File: config.mk
export PLATFORM = sky130hd
export DESIGN_NAME = add_share_arb
export DESIGN_NICKNAME = d
export VERILOG_FILES = /design/src/rtl/add_share_arb_pkg.sv /design/src/rtl/RCA_16bit.sv /design/src/rtl/add_share_arb_rr_pick.sv /design/src/rtl/add_share_arb.sv
export SDC_FILE = /design/constraint.sdc
export NUM_CORES = 1
export LEC_CHECK = 0
export ABC_CLOCK_PERIOD_IN_PS = 6700
export CAP_MARGIN = 10
export CORE_MARGIN = 2
export CORE_UTILIZATION = 30
export DETAILED_ROUTE_END_ITERATION = 7
export DONT_BUFFER_PORTS = 1
export GPL_TIMING_DRIVEN = 0
export PLACE_DENSITY_LB_ADDON = 0.12
export SYNTH_ARGS = -nofsm -noshare
export SYNTH_HDL_FRONTEND = slang
export SYNTH_HIERARCHICAL = 1
export SYNTH_SLANG_ARGS = --single-unit
File: constraint.sdc
create_clock -name clk -period 6.7 [get_ports clk]
set_clock_uncertainty 0.1 [all_clocks]
set_input_delay 1.34 -clock clk [delete_from_list [all_inputs] [get_ports clk]]
set_output_delay 1.34 -clock clk [all_outputs]
set_load 0.005 [all_outputs]
File: src/rtl/add_share_arb_pkg.sv
// Shared constants, FSM state type and a small modulo helper for add_share_arb.
package add_share_arb_pkg;

  localparam int DATA_W = 16;
  localparam int ID_W   = 3;

  typedef enum logic [1:0] {
    IDLE = 2'd0,
    EXEC = 2'd1,
    RESP = 2'd2
  } state_t;

  // (base + off) mod n, for base/off already below n
  function automatic logic [ID_W-1:0] wrap_add(input logic [ID_W-1:0] base,
                                               input logic [ID_W-1:0] off,
                                               input int              n);
    logic [ID_W:0] s;
    s = {1'b0, base} + {1'b0, off};
    if (s >= (ID_W+1)'(n)) s = s - (ID_W+1)'(n);
    return s[ID_W-1:0];
  endfunction

endpackage

File: src/rtl/RCA_16bit.sv
// 16-bit ripple-carry adder: the single shared datapath instance.
module RCA_16bit (
  input  logic [15:0] a,
  input  logic [15:0] b,
  input  logic        cin,
  output logic [15:0] sum,
  output logic        cout
);

  logic [16:0] c;

  assign c[0] = cin;

  // Full-adder chain, carry ripples from bit 0 upward
  genvar i;
  generate
    for (i = 0; i < 16; i++) begin : g_fa
      assign sum[i]  = a[i] ^ b[i] ^ c[i];
      assign c[i+1]  = (a[i] & b[i]) | (c[i] & (a[i] ^ b[i]));
    end
  endgenerate

  assign cout = c[16];

endmodule

File: src/rtl/add_share_arb_rr_pick.sv
// Combinational round-robin picker: first set request at or after ptr, wrapping.
module rr_pick
  import add_share_arb_pkg::*;
#(
  parameter int N = 4
) (
  input  logic [N-1:0]    i_req,
  input  logic [ID_W-1:0] i_ptr,
  output logic            o_valid,
  output logic [ID_W-1:0] o_idx
);

  logic [2*N-1:0] w_dbl;
  logic [N-1:0]   w_rot;

  // Rotate so bit 0 is the requester at ptr
  assign w_dbl   = {i_req, i_req} >> i_ptr;
  assign w_rot   = w_dbl[N-1:0];
  assign o_valid = |i_req;

  // Lowest rotated position wins; scan high-to-low so it is written last
  always_comb begin
    o_idx = '0;
    for (int k = N - 1; k >= 0; k--) begin
      if (w_rot[k]) o_idx = wrap_add(i_ptr, ID_W'(k), N);
    end
  end

endmodule

File: src/rtl/add_share_arb.sv
// Round-robin sharing of one RCA_16bit among NUM_REQ requesters.
// IDLE latches the winner's operands, EXEC lets the adder settle a full
// cycle, RESP presents the registered result with a one-cycle ack.
// Optional: define ADD_SHARE_ARB_OVF_EN to add the rsp_ovf output.
module add_share_arb
  import add_share_arb_pkg::*;
#(
  parameter int NUM_REQ = 4
) (
  input  logic                        clk,
  input  logic                        rst_n,
  input  logic [NUM_REQ-1:0]          req,
  input  logic [DATA_W*NUM_REQ-1:0]   op_a,
  input  logic [DATA_W*NUM_REQ-1:0]   op_b,
  input  logic [NUM_REQ-1:0]          cin,
  input  logic [NUM_REQ-1:0]          sub,
  output logic [NUM_REQ-1:0]          ack,
  output logic                        rsp_valid,
  output logic [ID_W-1:0]             rsp_id,
  output logic [DATA_W-1:0]           rsp_sum,
  output logic                        rsp_cout,
`ifdef ADD_SHARE_ARB_OVF_EN
  output logic                        rsp_ovf,
`endif
  output logic                        busy
);

  state_t              r_state;
  logic [ID_W-1:0]     r_ptr;
  logic [DATA_W-1:0]   r_a;
  logic [DATA_W-1:0]   r_b;
  logic                r_cin;
  logic [ID_W-1:0]     r_id;
  logic [ID_W-1:0]     r_rsp_id;
  logic [DATA_W-1:0]   r_sum;
  logic                r_cout;

  logic                w_win_vld;
  logic [ID_W-1:0]     w_win;
  logic [DATA_W-1:0]   w_a;
  logic [DATA_W-1:0]   w_b;
  logic                w_cin;
  logic [DATA_W-1:0]   w_sum;
  logic                w_cout;

  rr_pick #(.N(NUM_REQ)) u_pick (
    .i_req   (req),
    .i_ptr   (r_ptr),
    .o_valid (w_win_vld),
    .o_idx   (w_win)
  );

  // Winner operand mux; subtract becomes A + ~B + 1
  always_comb begin
    w_a   = '0;
    w_b   = '0;
    w_cin = 1'b0;
    for (int i = 0; i < NUM_REQ; i++) begin
      if (w_win == ID_W'(i)) begin
        w_a   = op_a[i*DATA_W +: DATA_W];
        w_b   = sub[i] ? ~op_b[i*DATA_W +: DATA_W] : op_b[i*DATA_W +: DATA_W];
        w_cin = sub[i] | cin[i];
      end
    end
  end

  RCA_16bit u_rca (
    .a    (r_a),
    .b    (r_b),
    .cin  (r_cin),
    .sum  (w_sum),
    .cout (w_cout)
  );

  // Arbitration FSM, operand capture and result capture
  always_ff @(posedge clk or negedge rst_n) begin
    if (!rst_n) begin
      r_state  <= IDLE;
      r_ptr    <= '0;
      r_a      <= '0;
      r_b      <= '0;
      r_cin    <= 1'b0;
      r_id     <= '0;
      r_rsp_id <= '0;
      r_sum    <= '0;
      r_cout   <= 1'b0;
    end else begin
      case (r_state)
        IDLE: if (w_win_vld) begin
          r_a     <= w_a;
          r_b     <= w_b;
          r_cin   <= w_cin;
          r_id    <= w_win;
          r_state <= EXEC;
        end
        EXEC: begin
          r_sum    <= w_sum;
          r_cout   <= w_cout;
          r_rsp_id <= r_id;
          r_state  <= RESP;
        end
        RESP: begin
          r_ptr   <= wrap_add(r_rsp_id, ID_W'(1), NUM_REQ);
          r_state <= IDLE;
        end
        default: r_state <= IDLE;
      endcase
    end
  end

`ifdef ADD_SHARE_ARB_OVF_EN
  logic r_ovf;

  // Signed overflow: like-signed operands giving an opposite-signed sum
  always_ff @(posedge clk or negedge rst_n) begin
    if (!rst_n)                r_ovf <= 1'b0;
    else if (r_state == EXEC)  r_ovf <= (r_a[15] == r_b[15]) && (w_sum[15] != r_a[15]);
  end

  assign rsp_ovf = r_ovf;
`endif

  // Ack decoded purely from registered state
  always_comb begin
    ack = '0;
    for (int i = 0; i < NUM_REQ; i++)
      ack[i] = (r_state == RESP) && (r_rsp_id == ID_W'(i));
  end

  assign rsp_valid = (r_state == RESP);
  assign rsp_id    = r_rsp_id;
  assign rsp_sum   = r_sum;
  assign rsp_cout  = r_cout;
  assign busy      = (r_state != IDLE);

endmodule

# After elaboration in Yosys (flattened, before gate mapping)
# Cells that the tools add are included.
dict set report totals {
  register_bits 61
  latch_bits 0
  mem_bits_rw 0
  rom_bits 0
  inputBits 142
  out_inout_bits 26
  word_cells 158
  n_memories 0
}
dict set report classes {
  addsub 9
  n_mul 0
  div_mod_pow 0
  magnitude_cmp 5
  n_eq_ne 9
  shift 1
  muxes 27
  n_bitwise 88
  n_reduce_logical 10
}
# operator n
set op_table {}
lappend op_table {{16-bit 2-to-1 mux} 12}
lappend op_table {{16-bit NOT} 4}
lappend op_table {{1-bit bitwise AND} 32}
lappend op_table {{1-bit XOR} 32}
lappend op_table {{3-bit 2-to-1 mux} 9}
lappend op_table {{1-bit OR} 20}
lappend op_table {{4-bit by 3-bit greater-or-equal comparator with 1-bit output (second input constant)} 4}
lappend op_table {{3-bit subtractor (second input constant)} 5}
lappend op_table {{3-bit by 2-bit == test with 1-bit output (second input constant)} 4}
lappend op_table {{3-bit by 1-bit adder with 4-bit output (second input constant)} 2}
lappend op_table {{3-bit by 2-bit adder with 4-bit output (second input constant)} 2}
lappend op_table {{8-bit by 3-bit right shift with 4-bit output} 1}
lappend op_table {{3-bit by 1-bit == test with 1-bit output (second input constant)} 2}
lappend op_table {{3-bit logical NOT} 2}
lappend op_table {{1-bit logical AND} 4}
lappend op_table {{1-bit 2-to-1 mux} 4}
lappend op_table {{2-bit case mux with 2 select lines} 1}
lappend op_table {{4-bit OR reduction} 1}
lappend op_table {{3-bit greater-or-equal comparator (second input constant)} 1}
lappend op_table {{2-bit by 1-bit == test with 1-bit output (second input constant)} 1}
lappend op_table {{2-bit == test (second input constant)} 1}
lappend op_table {{2-bit logical NOT} 1}
lappend op_table {{2-bit 2-to-1 mux} 1}
lappend op_table {{2-bit by 1-bit != test with 1-bit output (second input constant)} 1}
lappend op_table {{2 further kinds} 2}

# Depth between registers and ports, before layout
# Gate-level depths: netlist (run 1).
dict set report depth {
  word_depth 33
  ltp_mapped 21
  ltp_nobuf 21
}

# Modules after synthesis
# Netlist (run 1), hierarchy kept.
# mod n_inst cells_each area_per_inst_um2 seq_area_each_um2
set modules_own_cells {}
lappend modules_own_cells {add_share_arb 1 323 3897.5 1526.5}
lappend modules_own_cells {RCA_16bit 1 26 357.8 0.0}
lappend modules_own_cells {rr_pick 1 37 237.7 0.0}

# Worst setup path before layout (run 1)
# OpenSTA, ideal clock, no wires.
dict set report synth_path {
  path_type {reg-to-reg}
  start {register r_a[0]}
  end {register r_sum[15], in the netlist rsp_sum[15]}
  setup_ps 64
  t_arrival_ps 6571
  required_time_ps 6536
  path_slack_ps -35
  stages_incl_launch_ff 22
  path_buffers 0
  synth_period_minus_slack_ps 6735
  cell_sequence {dfrtp_1 fa_1 inv_1 fa_1 inv_1 fa_1 fa_1 fa_1 fa_1 fa_1 fa_1 fa_1 fa_1 fa_1 fa_1 fa_1 fa_1 fa_1 inv_1 fa_1 inv_1 mux2_2}
}
dict set report synth_between {
  elab_chain_len 32
  elab_cells_between_ends 33
  classes_between {bitwise (33)}
}
# item line_no
set synth_lines {}
lappend synth_lines {{start, declared} add_share_arb.sv:30} ;# logic [DATA_W-1:0] r_a;
lappend synth_lines {{start signal, assigned} add_share_arb.sv:90} ;# r_a <= w_a;
lappend synth_lines {{1-bit XOR} RCA_16bit.sv:19} ;# assign c[i+1] = (a[i] & b[i]) | (c[i] & (a[i] ^ b[i]));
lappend synth_lines {{1-bit bitwise AND} RCA_16bit.sv:19}
lappend synth_lines {{1-bit OR (*)} RCA_16bit.sv:19}
lappend synth_lines {{1-bit bitwise AND (*)} RCA_16bit.sv:19}
lappend synth_lines {{1-bit OR (*)} RCA_16bit.sv:19}
lappend synth_lines {{1-bit bitwise AND (*)} RCA_16bit.sv:19}
lappend synth_lines {{1-bit OR (*)} RCA_16bit.sv:19}
lappend synth_lines {{1-bit bitwise AND (*)} RCA_16bit.sv:19}
lappend synth_lines {{[... 17 more ...]} --}
lappend synth_lines {{1-bit bitwise AND (*)} RCA_16bit.sv:19}
lappend synth_lines {{1-bit OR (*)} RCA_16bit.sv:19}
lappend synth_lines {{1-bit bitwise AND (*)} RCA_16bit.sv:19}
lappend synth_lines {{1-bit OR (*)} RCA_16bit.sv:19}
lappend synth_lines {{1-bit bitwise AND (*)} RCA_16bit.sv:19}
lappend synth_lines {{1-bit OR (*)} RCA_16bit.sv:19}
lappend synth_lines {{1-bit XOR (*)} RCA_16bit.sv:18} ;# assign sum[i] = a[i] ^ b[i] ^ c[i];
lappend synth_lines {{net w_sum[15]} add_share_arb.sv:43} ;# logic [DATA_W-1:0] w_sum;
lappend synth_lines {{end signal, assigned} add_share_arb.sv:97} ;# r_sum <= w_sum;
lappend synth_lines {{end, declared} add_share_arb.sv:35} ;# logic [DATA_W-1:0] r_sum;
# Mark *: on every way through the listed nets, which the timed path passes. The rest lies on a longest branch.
# A chain may end at the register's enable or synchronous reset.

# Worst setup path in the final report (run 1)
dict set report layout_path {
  start {register r_b[0]}
  end {register r_sum[15], in the netlist rsp_sum[15]}
}
dict set report layout_between {
  elab_chain_len 32
  elab_cells_between_ends 33
  classes_between {bitwise (33)}
}
# item line_no
set layout_lines {}
lappend layout_lines {{start, declared} add_share_arb.sv:31} ;# logic [DATA_W-1:0] r_b;
lappend layout_lines {{start signal, assigned} add_share_arb.sv:91} ;# r_b <= w_b;
lappend layout_lines {{1-bit XOR} RCA_16bit.sv:19}
lappend layout_lines {{1-bit bitwise AND} RCA_16bit.sv:19}
lappend layout_lines {{1-bit OR (*)} RCA_16bit.sv:19}
lappend layout_lines {{1-bit bitwise AND (*)} RCA_16bit.sv:19}
lappend layout_lines {{1-bit OR (*)} RCA_16bit.sv:19}
lappend layout_lines {{1-bit bitwise AND (*)} RCA_16bit.sv:19}
lappend layout_lines {{1-bit OR (*)} RCA_16bit.sv:19}
lappend layout_lines {{1-bit bitwise AND (*)} RCA_16bit.sv:19}
lappend layout_lines {{[... 17 more ...]} --}
lappend layout_lines {{1-bit bitwise AND (*)} RCA_16bit.sv:19}
lappend layout_lines {{1-bit OR (*)} RCA_16bit.sv:19}
lappend layout_lines {{1-bit bitwise AND (*)} RCA_16bit.sv:19}
lappend layout_lines {{1-bit OR (*)} RCA_16bit.sv:19}
lappend layout_lines {{1-bit bitwise AND (*)} RCA_16bit.sv:19}
lappend layout_lines {{1-bit OR (*)} RCA_16bit.sv:19}
lappend layout_lines {{1-bit XOR (*)} RCA_16bit.sv:18}
lappend layout_lines {{net w_sum[15]} add_share_arb.sv:43}
# Marks and branches as above.

==> results of run 1 <==
## report_power, final
part	switching (uW)	internal [uW]	total, uW
clock network	175	305	479
registers	158	535	694
logic	609	597	1210
total	942	1440	2380
## worst min path at each step
stage / from / endpoint / slack [ns] / cells after the start
global route: r_id[2] / r_id[2] / 0.41 / 2
CTS: r_id[1] / r_id[1] / 0.38 / 2
detailed placement: r_id[1] / r_id[1] / 0.36 / 2
floorplan: r_id[0] / r_id[0] / 0.34 / 2
global placement: r_id[0] / r_id[0] / 0.36 / 2
finish: r_id[1] / r_id[1] / 0.37 / 2
## cell families (layout without fill, tap and decap cells)
kind of cell / Yosys count / in the layout / synth area share [%]
AOI/OAI and AO/OA: 86 / 86 / 16.3
xor gates and xnor gates: 64 / 64 / 12.5
adders and majority gates: 22 / 22 / 8.80
buffers and inverters: 49 / 65 / 6.52
DFF: 61 / 61 / 34.0
muxes: 37 / 37 / 13.3
other: 1 / 1 / 0.0835
and+or+nand+nor: 66 / 66 / 8.52
## per-stage QoR
| stage | setup TNS (ns) | area [um^2] | worst slack [ns] | hold slack, ns |
|---|---|---|---|---|
| floorplan | 0 | 4500 | 0.00262 | 0.342 |
| global placement | -0.814 | 4730 | -0.411 | 0.362 |
| detailed placement | -0.937 | 4730 | -0.450 | 0.364 |
| CTS | 0 | 5060 | 0.0208 | 0.378 |
| global route | 0 | 5060 | 0.0307 | 0.413 |
| finish | 0 | 5060 | 0.193 | 0.373 |
## state kept, by name, summed over array words and instances, names as in the netlist
name,count
rsp_id,3
r_state,2
r_ptr,3
rsp_cout,1
rsp_sum,16
r_id,3
r_a,16
r_cin,1
r_b,16
## worst max-delay path: stages, from the launching register on
cell,delay (ns)
dfrtp_2,0.44
fa_1,0.40
inv_1,0.08
fa_1,0.17
inv_1,0.05
fa_2,0.34
fa_2,0.34
fa_2,0.34
fa_2,0.34
fa_2,0.36
fa_2,0.36
fa_2,0.35
fa_2,0.36
fa_2,0.36
fa_2,0.35
fa_2,0.34
fa_2,0.35
fa_2,0.35
inv_2,0.08
fa_1,0.40
inv_1,0.06
mux2_2,0.13
## synthesized netlist by cell type, types with 8 or more instances
| master | n |
|---|---|
| a22o_1 | 17 |
| o21ai_0 | 8 |
| xnor2_1 | 49 |
| mux2_2 | 21 |
| mux4_2 | 16 |
| dfrtp_1 | 61 |
| nand2_1 | 33 |
| o211ai_2 | 12 |
| buf_2 | 16 |
| fa_1 | 16 |
| xor2_1 | 15 |
| o22ai_1 | 17 |
| inv_1 | 19 |
| a22oi_2 | 11 |
## repair_timing
action,CTS,global route
setup endpoints to repair,3,2
resized for setup,11,3
buffers inserted,1,0
## layout make-up
class	instances	area, um^2	area share, %
clock inverters	4	47.5	0.939
clock buffers	11	253	4.99
well taps	184	230	4.55
multi-input cells	276	2710	53.4
flip-flops and latches	61	1530	30.2
plain buffers	28	213	4.20
inverters	21	80.1	1.58
repair buffers	1	7.51	0.148
## per-layer routing
| layer | global-route usage [%] | wire length (um) | vias to the layer above |
|---|---|---|---|
| li1 | - | - | 1392 |
| met1 | 21.2 | 5530 | 1445 |
| met2 | 24.0 | 5680 | 94 |
| met3 | 5.48 | 871 | 15 |
| met4 | 3.94 | 129 | 4 |
| met5 | 0 | 27 | - |
==> metrics.cfg, run 1 <==
[cts]
clkSinkCount = 61
numCtsBuffers = 9
cts_max_level = 3
cts_tree = built
cts_root_buf = clkbuf_16
insertion_delay_ns = 0.33
holdBufCountCts = 0
clockBufferDepth = 2
path_clk_slew_ns = 0.05

[finish]
final_cell_mix = dfrtp_1 (60), xnor2_1 (49), nand2_1 (33)
diodes = 0
final_common_cell = dfrtp_1
final_core_util_pct = 34.7
layout-drive-gt1-share_pct = 32.8
final_cells = 586
nets = 562
area_growth_pct = 12.7
fill_cells = 1496

[die]
die_w_um = 126
row_count = 44
initial_utilization_pct = 30.8
die-area_um2 = 16000
coreArea_um2 = 14600
num_io_pins = 168
die_h_um = 126

[logic_synthesis]
netlist.area_leader.share_pct = 34.0
syn_area_um2 = 4490
synth_top_cell_by_area = dfrtp_1
ys_seq_elements = 61
synth_ff_type = dfrtp_1
syn_nets = 550
yosysSeqAreaShare_pct = 34.0
netlist_top_cells_area = dfrtp_1 (34%), xnor2_1 (9.6%), mux4_2 (8.0%)
avgSynthCellArea_um2 = 11.6
syn_inst = 386
yosysWarnings = 6
async_flop_share_pct = 100
ys_types = 53
synth-edff-count = 0

[detailed_routing]
routed_wl_mm = 12.2
drc = 0
drt-initial-drc-count = 82
via_per_inst = 5.03
dr.pass1.iters = 4
vias = 2950
ant_nets = 0
post_drt_wl_per_cell_um = 20.9

[critical_path]
path_max_fanout = 2
crit_end = rsp_sum[15]
critPathKind = flip-flop to flip-flop
cp-start-kind = flip-flop
ff2ff_path_depth = 21
regToRegEndpoint = rsp_sum[15]
cp_data_required_time_ns = 6.87
cp.arrival_ns = 6.68
r2r_setup_slack_ns = 0.19
endpoint_kind = flip-flop
r2r-start = r_b[0]
crit_start = r_b[0]

[sta]
drv_slew = 0
finalHoldViolations = 0
setup_viol = 0
slew_headroom_pct = 65.7
period_share_pct = 97.1
fmax_ghz = 0.154
tightest_slew_ns = 0.513
period_needed_ns = 6.51
rsz0062_at_grt = no

[outcome]
outcome = completed

[pwr]
power_uw = 2380
irDropWorstVdd_v = 0.000162
p_leak_uw = 0.00211
p_per_area_nw_per_um2 = 470

[hold_path]
hold_class = flip-flop to flip-flop

[global_route]
groute.usage.overall_pct = 15.7
grt_pass1_vias = 3194
antenna_found_initial = 2
grt.overflow.total = 0
grt_start_max_net_pins = 62
grt_pass1_wl_mm = 19.0

[placement]
place_congestion = 0.774
numPortBuffers = 0
dp_hpwl_mm = 9.65
place_inst = 570

[flow_run]
max_cap_violations = 0

(Power assumes the default switching activity.)
==> run 2, diff against run 1 <==
--- a/config.mk
+++ b/config.mk
@@ -7,6 +7,7 @@
 export LEC_CHECK = 0
 export ABC_CLOCK_PERIOD_IN_PS = 6700
 export CAP_MARGIN = 10
+export CORE_ASPECT_RATIO = 1.75
 export CORE_MARGIN = 2
 export CORE_UTILIZATION = 30
 export DETAILED_ROUTE_END_ITERATION = 7
==> constraint.sdc (replaced) <==
create_clock -name clk -period 6.7 [get_ports clk]
set_clock_uncertainty 0.1 [all_clocks]
set_input_delay 0.67 -clock clk [delete_from_list [all_inputs] [get_ports clk]]
set_output_delay 0.67 -clock clk [all_outputs]
set_load 0.005 [all_outputs]
==> run 2 against run 1 <==
  * Fmax decreased by 0.15%
  * Final cell count increased by 0.17%
  * Critical endpoint unchanged
  * Critical path type unchanged
  * Worst hold slack got worse by 0.26 ns
==> metrics.cfg, run 2 (synthesized netlist as in run 1, its figures left out) <==
[outcome]
outcome = completed

[pwr]
power_uw = 2410
combPwrFrac_pct = 50.3
pwr-share-seq_pct = 28.7
p_leak_uw = 0.00213
p_per_area_nw_per_um2 = 471
p_int_uw = 1480
p_sw_uw = 927
irDropWorstVdd_v = 0.000188
switching_share_pct = 38.5
pwr-share-clk_pct = 21.0

[die]
die_w_um = 96.5
coreArea_um2 = 14800
row_count = 59
die_h_um = 166
die-area_um2 = 16000
initial_utilization_pct = 30.4
num_io_pins = 168

[cts]
insertion_delay_ns = 0.32
clkSinkCount = 61
path_clk_slew_ns = 0.05
cts_tree = built
numCtsBuffers = 9
cts_root_buf = clkbuf_16
cts_max_level = 3
clockBufferDepth = 2
post_cts_buffers = 0

[sta]
slew_headroom_pct = 65.5
drv_slew = 0
setup_viol = 0
period_share_pct = 97.3
finalHoldViolations = 0
tightest_slew_ns = 0.517
period_needed_ns = 6.52
whs_ns = 0.114
rsz0062_at_grt = no
fmax_ghz = 0.153

[critical_path]
path_max_fanout = 2
cp_data_required_time_ns = 6.86
endpoint_kind = flip-flop
crit_start = r_a[0]
critPathKind = flip-flop to flip-flop
r2r-start = r_a[0]
cp.arrival_ns = 6.68
cp-start-kind = flip-flop

[detailed_routing]
post_drt_wl_per_cell_um = 20.5
drc = 0
drt-initial-drc-count = 73
routed_wl_mm = 12.0
via_per_inst = 5.02
ant_nets = 0
dr.pass1.iters = 4
vias = 2947

[placement]
place_inst = 569
place_area_um2 = 4720
place_congestion = 0.801
numPortBuffers = 0
dp_hpwl_mm = 9.99

[finish]
final_common_cell = dfrtp_1
nets = 562
final_area_um2 = 5110
fill_cells = 1523
final_cell_mix = dfrtp_1 (61), xnor2_1 (49), nand2_1 (33)
final_cells = 587
area_growth_pct = 13.8
final_core_util_pct = 34.6
layout-drive-gt1-share_pct = 32.8

[global_route]
antenna_found_initial = 1
grt.overflow.total = 0
groute.usage.overall_pct = 15.5
grt_pass1_wl_mm = 18.5
grt_start_max_net_pins = 62
grt_pass1_vias = 3261

[flow_run]
max_cap_violations = 0

[hold_path]
hold_class = input port to asynchronous set/reset pin

run 2: cell types whose count changed in the layout (fill, tap and decap cells not counted), sizes merged:
| cell | previous run | this run |
|---|---|---|
| bufinv | 1 | 2 |
| clkbuf | 11 | 12 |
| clkinvlp | 1 | 0 |
| diode | 0 | 1 |
run 2: power groups by stage:
stage                     logic [uW]  registers, uW  clock network [uW]
final                           1210            690                 506
after global routing            1350            720                 533
after CTS                       1240            696                 519
after detailed placement        1220            699                   0
after global placement          1210            694                   0
after floorplan                  954            646                   0
run 2: area by class of cell:
| cell class | instances | area (um^2) | area share, % |
|---|---|---|---|
| timing repair buffer | 1 | 27.5 | 0.538 |
| clock buffer | 12 | 256 | 5.02 |
| multi-input combinational | 276 | 2710 | 53.0 |
| clock inverter | 4 | 70.1 | 1.37 |
| inverter | 21 | 80.1 | 1.57 |
| sequential | 61 | 1530 | 29.9 |
| buffer | 28 | 213 | 4.16 |
| antenna | 1 | 2.50 | 0.0489 |
| tap | 183 | 229 | 4.48 |
run 2: final timing paths:
| check | endpoint | slack, ns | depth (start not counted) |
|---|---|---|---|
| min in group clk | r_id[1] | 0.38 | 2 |
| worst min register to register | r_id[1] | 0.38 | 2 |
| worst max register to register | rsp_sum[15] | 0.18 | 21 |
| worst max-delay path | rsp_sum[15] | 0.18 | 21 |
| worst min-delay path | rsp_sum[4] | 0.11 | 1 |
| max in group asynchronous | r_a[10] | 6.11 | 1 |
run 2: metrics by stage:
stage | setup WS [ns] | TNS, ns
floorplan | 0.00262 | 0
global placement | -0.454 | -0.973
detailed placement | -0.481 | -1.04
CTS | 0.0292 | 0
global route | 0.0369 | 0
finish | 0.183 | 0
run 2: layer usage:
layer | track usage (%) | vias up | part of all wire, %
met4 | 5.82 | 0 | 1.8
met2 | 28.0 | 91 | 55
li1 | - | 1396 | -
met3 | 4.04 | 13 | 6.1
met1 | 16.9 | 1447 | 37
met5 | 0 | - | 0
run 2: critical path, stage by stage (launching register included):
cell and delay (ns):
dfrtp_1 0.40, fa_2 0.39, inv_1 0.09, fa_1 0.18, inv_1 0.06, fa_2 0.34, fa_2 0.35, fa_2 0.35
fa_2 0.36, fa_2 0.35, fa_2 0.36, fa_2 0.35, fa_2 0.36, fa_2 0.36, fa_2 0.36, fa_2 0.35
fa_2 0.35, fa_2 0.35, inv_2 0.06, fa_1 0.39, inv_1 0.06, mux2_2 0.13
run 2: repair_timing:
| item | in CTS | in global routing |
|---|---|---|
| setup endpoints to repair | 3 | 2 |
| endpoints found under the hold margin | 61 | 0 |
| hold buffers | 1 | 0 |
| resized for setup | 10 | 4 |
